**src/rtl/pong_game_ctrl_pkg.sv**
```systemverilog
// Shared state and winner encodings for the Pong game controller.
package pong_pkg;

    typedef enum logic [1:0] {
        ST_NEWGAME = 2'b00,
        ST_PLAY    = 2'b01,
        ST_SERVE   = 2'b10,
        ST_OVER    = 2'b11
    } state_e;

    localparam logic [1:0] WIN_NONE = 2'b00;
    localparam logic [1:0] WIN_P1   = 2'b01;
    localparam logic [1:0] WIN_P2   = 2'b10;
    localparam logic [1:0] WIN_TIE  = 2'b11;

    function automatic logic [1:0] judge_winner(input logic [15:0] s1, input logic [15:0] s2);
        if (s1 > s2) begin
            return WIN_P1;
        end else if (s2 > s1) begin
            return WIN_P2;
        end else begin
            return WIN_TIE;
        end
    endfunction

endpackage

```
**src/rtl/pong_game_ctrl_btn_edge.sv**
```systemverilog
// Registered per-bit rising-edge detector; history clears to 0 so a held
// button reports an edge right after reset.
module btn_edge #(
    parameter int W = 4
) (
    input  logic         clk,
    input  logic         reset,
    input  logic [W-1:0] btn_i,
    output logic [W-1:0] rise_o
);

    logic [W-1:0] prev_q;
    logic [W-1:0] rise_q;

    always_ff @(posedge clk) begin
        if (reset) begin
            prev_q <= '0;
            rise_q <= '0;
        end else begin
            prev_q <= btn_i;
            rise_q <= btn_i & ~prev_q;
        end
    end

    assign rise_o = rise_q;

endmodule

```
**src/rtl/pong_game_ctrl.sv**
```systemverilog
// Pong game sequencer: new-game / serve / play / game-over with lives and scores.
// Define PONG_AUTO_SERVE_EN to make SERVE launch the ball after SERVE_CYCLES.
module pong_game_ctrl
    import pong_pkg::*;
#(
    parameter int BALLS        = 3,
    parameter int SCORE_W      = 4,
    parameter int WIN_SCORE    = 9,
    parameter int OVER_CYCLES  = 100_000_000,
    parameter int SERVE_CYCLES = 150_000_000
) (
    input  logic               clk,
    input  logic               reset,
    input  logic [1:0]         btn1,
    input  logic [1:0]         btn2,
    input  logic               hit,
    input  logic               miss_l,
    input  logic               miss_r,
    output logic [1:0]         state,
    output logic               gra_still,
    output logic [SCORE_W-1:0] score1,
    output logic [SCORE_W-1:0] score2,
    output logic [3:0]         balls_left,
    output logic [1:0]         winner,
    output logic [7:0]         hit_cnt
);

    localparam int OVER_W = (OVER_CYCLES > 1) ? $clog2(OVER_CYCLES) : 1;
    localparam logic [SCORE_W-1:0] SCORE_MAX = {SCORE_W{1'b1}};
    localparam logic [SCORE_W-1:0] SCORE_WIN = SCORE_W'(WIN_SCORE);

    logic [3:0]         rise_s;
    logic               start_s;
    logic               miss_s;
    logic               end_game_s;
    logic [SCORE_W-1:0] score1_d;
    logic [SCORE_W-1:0] score2_d;
    logic [3:0]         balls_d;

    state_e             state_q;
    logic               gra_still_q;
    logic [SCORE_W-1:0] score1_q;
    logic [SCORE_W-1:0] score2_q;
    logic [3:0]         balls_q;
    logic [1:0]         winner_q;
    logic [7:0]         hit_cnt_q;
    logic [OVER_W-1:0]  over_q;
`ifdef PONG_AUTO_SERVE_EN
    localparam int SERVE_W = (SERVE_CYCLES > 1) ? $clog2(SERVE_CYCLES) : 1;
    logic [SERVE_W-1:0] serve_q;
`endif

    btn_edge #(.W(4)) u_btn_edge (
        .clk    (clk),
        .reset  (reset),
        .btn_i  ({btn2, btn1}),
        .rise_o (rise_s)
    );

    assign start_s = |rise_s;
    assign miss_s  = miss_l | miss_r;

    // Post-miss scores and lives; both sides may score in one cycle but only one ball is lost
    always_comb begin
        score1_d = score1_q;
        score2_d = score2_q;
        if (miss_r && (score1_q != SCORE_MAX)) begin
            score1_d = score1_q + SCORE_W'(1);
        end else begin
            score1_d = score1_q;
        end
        if (miss_l && (score2_q != SCORE_MAX)) begin
            score2_d = score2_q + SCORE_W'(1);
        end else begin
            score2_d = score2_q;
        end
        balls_d    = balls_q - 4'd1;
        end_game_s = (balls_d == 4'd0) || (score1_d >= SCORE_WIN) || (score2_d >= SCORE_WIN);
    end

    // Game sequencer with all outputs held in registers
    always_ff @(posedge clk) begin
        if (reset) begin
            state_q     <= ST_NEWGAME;
            gra_still_q <= 1'b1;
            score1_q    <= '0;
            score2_q    <= '0;
            balls_q     <= 4'(BALLS);
            winner_q    <= WIN_NONE;
            hit_cnt_q   <= 8'd0;
            over_q      <= '0;
`ifdef PONG_AUTO_SERVE_EN
            serve_q     <= '0;
`endif
        end else begin
            case (state_q)
                ST_NEWGAME: begin
                    if (start_s) begin
                        state_q     <= ST_PLAY;
                        gra_still_q <= 1'b0;
                        score1_q    <= '0;
                        score2_q    <= '0;
                        balls_q     <= 4'(BALLS);
                        winner_q    <= WIN_NONE;
                        hit_cnt_q   <= 8'd0;
                    end
                end
                ST_PLAY: begin
                    if (miss_s) begin
                        score1_q    <= score1_d;
                        score2_q    <= score2_d;
                        balls_q     <= balls_d;
                        gra_still_q <= 1'b1;
                        if (end_game_s) begin
                            state_q  <= ST_OVER;
                            over_q   <= '0;
                            winner_q <= judge_winner(16'(score1_d), 16'(score2_d));
                        end else begin
                            state_q   <= ST_SERVE;
                            hit_cnt_q <= 8'd0;
`ifdef PONG_AUTO_SERVE_EN
                            serve_q   <= '0;
`endif
                        end
                    end else if (hit && (hit_cnt_q != 8'hFF)) begin
                        hit_cnt_q <= hit_cnt_q + 8'd1;
                    end
                end
                ST_SERVE: begin
`ifdef PONG_AUTO_SERVE_EN
                    if (start_s || (serve_q == SERVE_W'(SERVE_CYCLES - 1))) begin
                        state_q     <= ST_PLAY;
                        gra_still_q <= 1'b0;
                    end else begin
                        serve_q <= serve_q + SERVE_W'(1);
                    end
`else
                    if (start_s) begin
                        state_q     <= ST_PLAY;
                        gra_still_q <= 1'b0;
                    end
`endif
                end
                ST_OVER: begin
                    if (over_q == OVER_W'(OVER_CYCLES - 1)) begin
                        state_q <= ST_NEWGAME;
                    end else begin
                        over_q <= over_q + OVER_W'(1);
                    end
                end
                default: begin
                    state_q     <= ST_NEWGAME;
                    gra_still_q <= 1'b1;
                end
            endcase
        end
    end

    assign state      = state_q;
    assign gra_still  = gra_still_q;
    assign score1     = score1_q;
    assign score2     = score2_q;
    assign balls_left = balls_q;
    assign winner     = winner_q;
    assign hit_cnt    = hit_cnt_q;

endmodule

```
**config.mk**
```make
export PLATFORM = sky130hd
export DESIGN_NAME = pong_game_ctrl
export DESIGN_NICKNAME = d
export VERILOG_FILES = /design/src/rtl/pong_game_ctrl_pkg.sv /design/src/rtl/pong_game_ctrl_btn_edge.sv /design/src/rtl/pong_game_ctrl.sv
export SDC_FILE = /design/constraint.sdc
export NUM_CORES = 1
export LEC_CHECK = 0
export CAP_MARGIN = 15
export CORE_AREA = 2 2 76 78
export DETAILED_ROUTE_END_ITERATION = 6
export DIE_AREA = 0 0 78 80
export GPL_TIMING_DRIVEN = 0
export PLACE_DENSITY = 0.79
export SYNTH_ARGS = -nofsm -noshare
export SYNTH_HDL_FRONTEND = slang
export SYNTH_HIERARCHICAL = 1
export SYNTH_SLANG_ARGS = --single-unit
```
**constraint.sdc**
```tcl
create_clock -name clk -period 6.3 [get_ports clk]
set_clock_uncertainty 0.2 [all_clocks]
set_input_delay 1.26 -clock clk [delete_from_list [all_inputs] [get_ports clk]]
set_output_delay 1.26 -clock clk [all_outputs]
set_load 0.005 [all_outputs]
```
==> impl_metrics.tcl <==
set metrics [dict create \
    synth.distinct_cells 57 \
    clockBufferDepth 2 \
    p_total_uw 870.7 \
    hold_viol_final 0 \
    net-switching-power_uw 224.6 \
    clk_latency_ns 0.34 \
    coreArea_mm2 0.005405 \
    crit_type "primary input to flop" \
    fill_cells 445 \
    whs_path_depth 1 \
    overflow 0 \
    r2r_cells 8 \
    outcome "completed" \
    wl_mm 7.319 \
    grt_use_total 0.2471 \
    synth_largest_area_cell "dfxtp_1" \
    boundaryPins 34 \
    gp_congestion 0.8805 \
    drtIter0Drc 211 \
    cts_hold_buf 0 \
    path_cells "clkdlybuf4s50_1 -> buf_2 -> nor2_1 -> nor2_2 -> nand2b_2 -> o22ai_2 -> o21ai_1 -> or3_1 -> a21oi_2" \
    setup_violations 0 \
    port_buffers 32 \
    ys_ff_latch 60 \
    drtPass1Iterations 4 \
    path_delay_family "simple AND/OR/NAND/NOR gates" \
    placed_cell_area_mm2 0.003548 \
    swShare 0.2579 \
    synth-edff-count 0 \
    crit_buf_inv 2 \
    grt_setup_unrepaired "no" \
    synth_top_cells_by_area "dfxtp_1, nor2_1, a21oi_1" \
    yosys-top-cells-count "dfxtp_1, nor2_1, a21oi_1" \
    cts_sinks 60 \
    tritoncts "done" \
    hpwl_mm 5.033 \
    grt_pass1_wl_mm 12.10 \
    syn_nets 388 \
    die_h_um 80 \
    maxSlewViolCount 0 \
    power_density_mw_per_mm2 231.3 \
    grt_pass1_vias 2610 \
    grt_start_max_net_pins 12 \
    synth_top_area_share 0.3828 \
    hp-class "flop to flop" \
    vias 2853 \
    period_needed_ns 3.677 \
    drive_gt1_frac 0.1077 \
    path_depth 9 \
    cp.required_ns 6.39 \
    antenna_found_initial 0 \
    worstMarginPinSlew_ns 0.5953 \
    clkTransAtPathRegs_ns 0.07 \
    antenna_cells 0 \
    rows 27 \
    synth_area_mm2 0.003138 \
    ctsHtreeMaxLevel 3 \
    reg2reg_from "score1[0]" \
    p_int_uw 646.1 \
    r2r_slack_ns 3.49 \
    irDropWorstVdd_uv 200.3 \
    synth_flop_cell "dfxtp_1" \
    register_area_mm2 0.001201 \
    via_per_inst 5.822 \
    die_x_um 78 \
    p_seq_frac 0.452 \
    path_max_fanout 10 \
    final_nets 431 \
    end_kind "flop" \
    multi_input_area_mm2 0.001828 \
    slew_headroom 0.6004 \
    numCtsBuffers 9 \
    layout_worst_path_cycle_share 0.5836 \
    setup_tns_ns 0 \
    start_kind "primary input" \
    syn_inst 370 \
    route.detailed.drc 0 \
    slowest_delay_ns 0.47 \
    slowest_stage "clkdlybuf4s50_1" \
    async_flop_share 0 \
    r2r_end "hit_cnt[0]" \
    seq_area_frac_synth 0.3828 \
    power_frac_comb 0.106 \
    max_freq_ghz 0.2720 \
    area_growth_pct 19.94 \
    syn_area_per_cell_um2 8.481 \
    yosysWarnings 6 \
    ant_nets 0 \
    start_util 0.5806 \
    dieArea_mm2 0.006240 \
    synth_most_common_cell "dfxtp_1" \
    p_clk_frac 0.442 \
    cts-root-buf "clkbuf_8" \
    worstSetupStartpoint "miss_r" \
    drv_cap 0 \
    arrival_ns 3.76 \
    p_leak_nw 1.371 \
    design_area_mm2 0.003764 \
    postCtsSetupRepairBufs 0 \
    ctsResizeCount 0 \
    routedWlPerCell_um 14.94 \
    crit_path_end "over_q[20]" \
    hold_path_startpoint "u_btn_edge/prev_q[2]" \
]
## worst min-delay path by stage
stage                           end  slack, ns
2_1_floorplan  u_btn_edge/rise_o[0]       0.17
3_3_place_gp   u_btn_edge/rise_o[3]       0.18
3_5_place_dp   u_btn_edge/rise_o[2]       0.18
4_1_cts        u_btn_edge/rise_o[2]       0.19
5_1_grt        u_btn_edge/rise_o[0]       0.21
6_report       u_btn_edge/rise_o[2]       0.19
## area by class of cell
cell class	count	share of cell area
Timing Repair Buffer	32	0.08511
Sequential cell	60	0.3191
Inverter	8	0.007979
Multi-Input combinational cell	289	0.4857
Buffer	13	0.02094
Clock inverter	7	0.02427
Clock buffer	9	0.03291
Tap cell	72	0.02394
## layer usage
metal | track usage | wire [um] | up-vias | part of all wire
met5 | 0 | 0 | - | 0
met4 | 0.1316 | 191 | 0 | 0.026
met3 | 0.05656 | 319 | 17 | 0.044
met2 | 0.3931 | 3421 | 69 | 0.47
met1 | 0.3118 | 3387 | 1335 | 0.46
li1 | - | - | 1432 | -
## worst register-to-register path, stage by stage, from the launching register on
cell      delay, ns
dfxtp_1        0.47
ha_1           0.27
and3b_1        0.20
o211ai_1       0.12
a221oi_2       0.49
nor2_1         0.17
nor3b_2        0.48
mux2_2         0.25
nor2_1         0.04
## layout by cell type (no fill, tap or decap), types with 4 or more instances in the layout
cell	n
nor3_1	8
a211oi_1	4
xor2_1	16
a21oi_1	28
a21oi_2	4
or3_1	13
nor2_1	47
o211ai_1	8
dfxtp_1	60
nand2_1	25
clkbuf_8	9
xnor2_1	4
a22oi_1	4
nand3_1	10
clkdlybuf4s50_1	32
ha_1	9
clkbuf_1	6
o21ai_1	4
nor2b_1	6
and3_1	9
nand2b_1	9
o21ai_0	18
nand4_1	8
inv_1	8
## power groups by stage
stage	Clock [mW]	Sequential (mW)	Combinational [mW]
after detailed placement	0	0.402	0.0899
after global placement	0	0.402	0.0887
final	0.385	0.394	0.0920
after floorplan	0	0.401	0.0585
after CTS	0.387	0.394	0.0910
after global routing	0.405	0.394	0.101
## cell families after synthesis
family | Yosys count | synth area share
AO/OA/AOI/OAI | 93 | 0.1990
XOR/XNOR | 20 | 0.05582
adder cells (fa/ha/maj) | 9 | 0.03589
buffers and inverters | 21 | 0.03469
flip-flops | 60 | 0.3828
multiplexers | 5 | 0.01874
AND/OR/NAND/NOR | 162 | 0.2731
## stage by stage
step	hold slack, ns	std cells	worst slack [ns]	util
after floorplan	0.1714	370	3.115	-
after global placement	0.1786	474	2.277	0.6565
after detailed placement	0.1834	474	2.270	0.6565
after CTS	0.1938	490	2.631	0.6963
after global routing	0.2053	490	2.451	0.6963
final	0.1943	490	2.623	0.6963
## state kept, by name (all words and copies together), names as in the netlist
name               count
balls_left             4
gra_still              1
hit_cnt                8
over_q                27
score1                 4
score2                 4
state                  2
u_btn_edge/prev_q      4
u_btn_edge/rise_o      4
winner                 2
No activity file was read; power rests on OpenSTA's default activity.
